[src/rtl/serial_deserializer8.sv]
// -----------------------------------------------------------------------------
// serial_deserializer8
//
// Serial-in, parallel-out byte receiver for the on-board serial link. The bits
// come from the 8-bit rotating shift register, which sends LSB first. Each bit
// arrives with a SerialValid strobe and shifts into an internal assembly
// register. When a byte is complete it moves into a one-entry holding
// register. A downstream consumer drains that register with a valid/ready
// handshake.
//
// Optional feature: define PARITY_CHECK_EN to enable parity checking. Each
// frame then carries 8 data bits followed by 1 even-parity bit, and
// ParityError reports the check result for the byte in DATA_OUT. When the
// macro is undefined, frames are 8 bits and ParityError is tied to 0.
//
// Handshake: the holding register presents DATA_OUT while ByteValid=1. The
// byte is consumed on any rising edge where ByteValid=1 and ByteReady=1.
// ByteValid does not depend on ByteReady. If a new byte completes on the same
// edge as a consumption, it loads into the holding register and ByteValid
// stays 1.
//
// Ports:
//   clock        in   rising-edge clock for all state
//   reset        in   synchronous, active-high; clears all state
//   SerialIn     in   serial data bit, sampled when SerialValid=1
//   SerialValid  in   bit strobe
//   Align        in   frame resync: drops any partial frame. A bit strobed on
//                     the same edge becomes bit 0 of the new frame.
//   DATA_OUT     out  [7:0] holding-register byte
//   ByteValid    out  holding register is full
//   ByteReady    in   consumer ready
//   Overflow     out  sticky: a completed byte was dropped (cleared by reset)
//   ParityError  out  parity status of the byte in DATA_OUT
//   state_dbg    out  current FSM state (0 = COLLECT, 1 = PARITY)
// -----------------------------------------------------------------------------
module serial_deserializer8 (
   input  logic       clock,
   input  logic       reset,
   input  logic       SerialIn,
   input  logic       SerialValid,
   input  logic       Align,
   output logic [7:0] DATA_OUT,
   output logic       ByteValid,
   input  logic       ByteReady,
   output logic       Overflow,
   output logic       ParityError,
   output logic       state_dbg
);

`ifdef PARITY_CHECK_EN
   typedef enum logic {COLLECT = 1'b0, PARITY = 1'b1} state_t;
`else
   typedef enum logic {COLLECT = 1'b0} state_t;
`endif

   state_t     state;
   logic [2:0] count;
   logic [7:0] shreg;

   logic [2:0] count_start;   // counter value after Align has been applied
   logic [7:0] shifted;       // assembly register with the current bit shifted in
   logic [7:0] done_data;     // byte delivered when a frame completes
   logic       byte_done;
   logic       load;
   logic       accept;
   logic       done_perr;

`ifdef PARITY_CHECK_EN
   state_t     state_eff;
   logic       perr_q;
`endif

   always_comb begin
      count_start = Align ? 3'd0 : count;
      shifted     = {SerialIn, shreg[7:1]};
      accept      = ByteValid & ByteReady;
`ifdef PARITY_CHECK_EN
      state_eff   = Align ? COLLECT : state;
      // The parity bit completes the frame. It is not shifted in, so the
      // assembly register still holds the 8 data bits.
      byte_done   = SerialValid && (state_eff == PARITY);
      done_data   = shreg;
      done_perr   = (^shreg) ^ SerialIn;
`else
      byte_done   = SerialValid && (count_start == 3'd7);
      done_data   = shifted;
      done_perr   = 1'b0;
`endif
      // The holding register can take a new byte if it is empty or if it is
      // being drained on this same edge.
      load        = byte_done && (!ByteValid || ByteReady);
   end

   always_ff @(posedge clock) begin
      if (reset) begin
         state     <= COLLECT;
         count     <= 3'd0;
         shreg     <= 8'h00;
         DATA_OUT  <= 8'h00;
         ByteValid <= 1'b0;
         Overflow  <= 1'b0;
`ifdef PARITY_CHECK_EN
         perr_q    <= 1'b0;
`endif
      end else begin
         // Assembly side
         if (SerialValid) begin
`ifdef PARITY_CHECK_EN
            if (state_eff == COLLECT) begin
               shreg <= shifted;
               if (count_start == 3'd7) begin
                  // The counter stays at 7 while the parity bit is pending.
                  state <= PARITY;
                  count <= 3'd7;
               end else begin
                  state <= COLLECT;
                  count <= count_start + 3'd1;
               end
            end else begin
               state <= COLLECT;
               count <= 3'd0;
            end
`else
            shreg <= shifted;
            count <= count_start + 3'd1;   // wraps from 7 back to 0
            state <= COLLECT;
`endif
         end else if (Align) begin
            count <= 3'd0;
            state <= COLLECT;
         end

         // Holding-register side
         if (load) begin
            DATA_OUT  <= done_data;
            ByteValid <= 1'b1;
`ifdef PARITY_CHECK_EN
            perr_q    <= done_perr;
`endif
         end else if (accept) begin
            ByteValid <= 1'b0;
         end

         if (byte_done && !load)
            Overflow <= 1'b1;
      end
   end

`ifdef PARITY_CHECK_EN
   assign ParityError = perr_q;
`else
   assign ParityError = 1'b0;
   logic unused_perr;
   assign unused_perr = done_perr;
`endif

   assign state_dbg = state;

endmodule
[config.mk]
export PLATFORM = sky130hd
export DESIGN_NAME = serial_deserializer8
export DESIGN_NICKNAME = d
export VERILOG_FILES = /design/src/rtl/serial_deserializer8.sv
export SDC_FILE = /design/constraint.sdc
export NUM_CORES = 1
export LEC_CHECK = 0
export ABC_CLOCK_PERIOD_IN_PS = 1650
export BUFFER_PORTS_ARGS = -buffer_cell sky130_fd_sc_hd__buf_2
export CAP_MARGIN = 20
export CORE_ASPECT_RATIO = 1.2
export CORE_MARGIN = 3
export CORE_UTILIZATION = 45
export CTS_BUF_LIST = sky130_fd_sc_hd__clkbuf_16
export DETAILED_ROUTE_END_ITERATION = 6
export GPL_ROUTABILITY_DRIVEN = 0
export MAX_ROUTING_LAYER = met4
export PLACE_DENSITY = 0.69
export SLEW_MARGIN = 20
export SYNTH_ARGS = -nofsm -noshare
export SYNTH_HDL_FRONTEND = slang
export SYNTH_SLANG_ARGS = --single-unit
[constraint.sdc]
create_clock -name clock -period 1.65 [get_ports clock]
set_input_delay 0.0825 -clock clock [delete_from_list [all_inputs] [get_ports clock]]
set_output_delay 0.0825 -clock clock [all_outputs]
set_load 0.02 [all_outputs]
# Word-level counts from Yosys, hierarchy flattened
# Index checks and enable logic that the tools add are counted.
# Widths: inputs -> output; s select.
[totals]
out_inout_bits = 12
input_bits = 6
reg_bits = 21
elab_cells = 19
[classes]
eq_ne = 1
addsub = 1
mux = 4
n_reduce_logical = 7
bitwise_logic = 1
[op_table]
columns = ["operator", "n"]
rows = [
  ["$mux 3", 2],
  ["$add 3x1->3 const B", 1],
  ["$eq 3x3->1 const B", 1],
  ["$logic_and 1x1->1", 3],
  ["$logic_not 1->1", 2],
  ["$mux 1", 2],
  ["$reduce_bool 2->1", 1],
  ["$and 1x1->1", 1],
  ["$logic_or 1x1->1", 1],
]

# Depth between registers and ports, before layout
[depth]
ltp_word = 6
mapped_depth = 6
depth_no_buf = 6

# Worst setup path before layout
# No wires, ideal clock.
[synth_path]
kind = "reg-to-reg"
startpoint = "register count[0]"
endpoint = "register DATA_OUT[0]"
synth_period_minus_slack_ns = 1.331
t_arrival_ns = 1.260
required_time_ns = 1.578
slack_ns = 0.319
path_stages_with_launch = 7
cell_sequence = "dfxtp_1 -> nor2b_1 -> ha_1 -> ha_1 -> nand2_4 -> nor2_8 -> mux2i_1"
[synth_between]
elab_chain_cells = 4
[synth_rtl]
columns = ["element", "line_no", "text"]
rows = [
  ["start: declaration", "57", "logic [2:0] count;"],
  ["start signal: assignment", "125", "count <= count_start + 3'd1;"],
  ["$mux 3", "-", ""],
  ["$eq 3x3->1", "85", "byte_done = SerialValid && (count_start == 3'd7);"],
  ["$logic_and 1x1->1", "85", ""],
  ["$logic_and 1x1->1", "91", "load = byte_done && (!ByteValid || ByteReady);"],
  ["end signal: assignment", "135", "DATA_OUT <= done_data;"],
  ["end: declaration", "42", "output logic [7:0] DATA_OUT,"],
]
# Every way passes these cells.
# A chain may end at the register's enable or synchronous reset.

# Final worst setup path
[layout_path]
startpoint = "register count[0]"
endpoint = "register DATA_OUT[2]"
# Same word-level chain as after synthesis.

==> summary by stage <==
Outcome
The flow ran to the end, and the final reports show no timing, DRC or antenna violations.

GRT
Across every metal layer, demand over resource in global routing totals 0.130. The number of antenna violations at the first check in global routing came to 0. Global routing finished with a remaining overflow of 0.

The global-route wire length before repair is 2300 microns. The maximum number of pins on one net before global-route repair is 29. The number of global-route vias before repair is 515.

Timing
The count of pins over their slew limit came to 0. The routed design could run at a clock period as short as 1.48 ns. The setup skew after layout is 0.00475 ns. Setup violations remaining at the end of the flow were counted as 0.

The setup TNS is 0 ns. Timing would allow up to 676 MHz. Setup repair after global routing left no endpoint under its margin. The portion of the clock cycle consumed by the worst path in the final layout is 0.896.

The worst-case setup margin in the final layout is 0.171 ns. The number of failing hold endpoints at the final stage was 0.

Critical path
The cell repeated most along the worst path is sky130_fd_sc_hd__ha_1. By startpoint and endpoint, the worst setup path is classified as reg2reg. The biggest cell delay along the critical path is 0.30 ns.

For the worst setup path, the data arrival time is 1.66 ns. Walking the worst path, the cells encountered are nor2b_1 -> ha_1 -> ha_1 -> nand2_4 -> nor2_8 -> mux2i_1. The largest driver fanout on the critical path is 8.

The worst setup path is launched from a register. Among all stages on the critical path, the largest delay is contributed by sky130_fd_sc_hd__dfxtp_1. STA classifies the critical path endpoint as a register.

The data required time at the worst endpoint is 1.83 ns.

Placed design
The area after detailed placement is 931 sq um. The worst slack at placement is 0.170 ns. In this run the tool buffered the top-level ports with 15 buffer cells. The placed cell count is 112. After legalization and detailed placement, the total HPWL measured 954 microns.

Synth
After synthesis the netlist holds a flip-flop and latch count of 20. The prevailing post-synth register cell is sky130_fd_sc_hd__dfxtp_1. By count the netlist is led by 20 x sky130_fd_sc_hd__dfxtp_1, 17 x sky130_fd_sc_hd__mux2i_1, 16 x sky130_fd_sc_hd__nand2b_1.

In the post-synthesis netlist, the biggest area contributors are sky130_fd_sc_hd__dfxtp_1 44%, sky130_fd_sc_hd__mux2i_1 19%, sky130_fd_sc_hd__nand2b_1 11%, sky130_fd_sc_hd__buf_6 5.0%, sky130_fd_sc_hd__nor2_1 5.0%. The number of unique standard cell types used by synthesis is 16. The post-synthesis instance total is 84. The count of flip-flops with a built-in enable after synthesis is 0. The post-synthesis instance area is 903 sq um. The mean cell area of the mapped netlist is 10.8 sq um. The area share of the largest cell type after synthesis is 0.443. During synthesis, Yosys emitted a total of 0 warnings.

The async set-or-reset flop fraction in the synthesized netlist is 0. For this run, the register share of the synthesized area comes to 0.443. The most common cell in the synthesized netlist is sky130_fd_sc_hd__dfxtp_1. The cell type with the highest aggregate area in the netlist is sky130_fd_sc_hd__dfxtp_1.

Floorplan
The top-level port count is 18. The total die area is 2580 sq um. The die extent in x is 46.9 microns.

The die outline height is 55.1 microns. The initial utilization of the core area, before any placement, comes to 0.483. The total area inside the core boundary comes to 1870 sq um. The floorplan has 17 rows.

Clock tree
The total of cells resized after clock tree synthesis is 0. TritonCTS built the clock tree. At the later pin of the worst-skew pair, clock insertion delay measures 0.25 ns. The clock drives 20 sinks. The maximum buffer depth of the clock tree is 2. Post-CTS timing repair inserted 0 buffers for setup.

Counting the buffers created by CTS gives 3. After clock tree synthesis, the clock-pin slew on the worst setup and hold paths is 0.06 ns. The number of hold buffers added after cts is 0. The root buffer cell is sky130_fd_sc_hd__clkbuf_16. CTS built an H-tree with a depth of 1.

Power and ir drop
The leakage power of the design is 0.000437 uW. Of the total power, the share spent switching nets is 0.193. The clock network fraction of design power is 0.476.

The total power consumption of the routed design is 1030 uW. The internal power consumption is 832 uW. IR analysis of the VDD net gives a maximum drop of 0.000591 V. The switching power summed over all nets is 199 uW. Of the total power, registers draw 0.477. Power spread over the standard cell area amounts to 1020 nW/um^2.

The share of total power dissipated in combinational logic is 0.047.

Run
Across the run, the number of max-cap violations was 0.

Final layout
The layout has 172 filler cells. The multi-input gate area in the final layout is 432 sq um. 0 antenna diodes ended up in the layout.

The signed area change from the synthesized netlist to the final layout is 11.8%. The area used by sequential logic in the layout is 400 sq um. The finished layout cell area is 1010 sq um. At the end of the flow, the number of nets in the layout was 106. The share of layout cells above drive strength 1 is 0.216.

The count of non-filler cells in the finished layout is 116.

Detailed routing
The routed layout has 560 vias. The number of iterations in the first detailed-routing pass is 4. After detailed routing, the average wire length per cell comes to 11.4 microns. In this run, the number of DRC markers left after iteration 0 of detailed routing was 2. The count of antenna-violating nets left after detailed routing is 0. The per-cell via count in the routed design is 4.83. The routed design has 1330 microns of wire. The number of design rule violations left after detail routing is 0.

Min path
The class of the tightest hold or removal check is in2reg.
==> cells in the final DEF, fill, tap and decap left out <==
cell type,n
sky130_fd_sc_hd__nand2b_1,16
sky130_fd_sc_hd__nor2_1,12
sky130_fd_sc_hd__nor2b_1,3
sky130_fd_sc_hd__clkbuf_16,3
sky130_fd_sc_hd__ha_1,2
sky130_fd_sc_hd__nor2b_4,1
sky130_fd_sc_hd__a21oi_1,1
sky130_fd_sc_hd__clkinv_1,1
sky130_fd_sc_hd__conb_1,2
sky130_fd_sc_hd__nor2_8,1
sky130_fd_sc_hd__a31oi_1,1
sky130_fd_sc_hd__buf_2,15
sky130_fd_sc_hd__mux2i_1,17
sky130_fd_sc_hd__nand2_4,1
sky130_fd_sc_hd__xnor2_1,1
sky130_fd_sc_hd__dfxtp_1,20
==> routing by layer <==
| metal | global-route usage | wire, microns |
|---|---|---|
| met5 | - | 0 |
| met4 | 0.0829 | 11 |
| met3 | 0.0194 | 53 |
| met1 | 0.170 | 652 |
| met2 | 0.186 | 611 |
==> per-stage QoR <==
stage	hold WS [ns]	util
2_1_floorplan	0.230	-
3_3_place_gp	0.352	0.497
3_5_place_dp	0.355	0.497
4_1_cts	0.101	0.539
5_1_grt	0.121	0.539
6_report	0.0940	0.539
==> path summary, 6_finish.rpt <==
check	from	end	slack, ns	cells past startpoint
max	count[0]	DATA_OUT[2]	0.17	6
max reg2reg	count[0]	DATA_OUT[2]	0.17	6
min reg2reg	DATA_OUT[7]	DATA_OUT[7]	0.47	2
min	SerialIn	shreg[7]	0.09	3
==> area by class of cell <==
class                           count  share of cell area
Timing Repair Buffer               15              0.0743
Tap cell                           19              0.0235
Clock inverter                      1             0.00372
Sequential cell                    20               0.397
Clock buffer                        3              0.0743
Multi-Input combinational cell     58               0.428
==> sequential cells by signal (all words and copies together), names as in the netlist <==
register and flops:
count 3, DATA_OUT 8, Overflow 1, shreg 7, ByteValid 1
==> critical path: cells and delay by family, from the launching register on <==
family,cells,cell delay (ns)
and+or+nand+nor,3,0.48
adders and majority gates,2,0.43
DFF,1,0.30
muxes,1,0.21
==> logic make-up after synthesis <==
logic type | synth area share
and+or+nand+nor | 0.231
buffers and inverters | 0.0831
DFF | 0.443
muxes | 0.188
AOI/OAI and AO/OA | 0.0125
other | 0.00415
xor gates and xnor gates | 0.00970
adders and majority gates | 0.0277
==> power by group through the flow <==
stage | clock (uW) | combinational, uW | sequential (uW)
finish | 491 | 48.4 | 492
global route | 528 | 53.8 | 492
CTS | 501 | 49.3 | 491
detailed placement | 0 | 49.1 | 502
global placement | 0 | 48.6 | 502
floorplan | 0 | 53.9 | 501
Note: power is estimated with default switching activity, not from simulation.
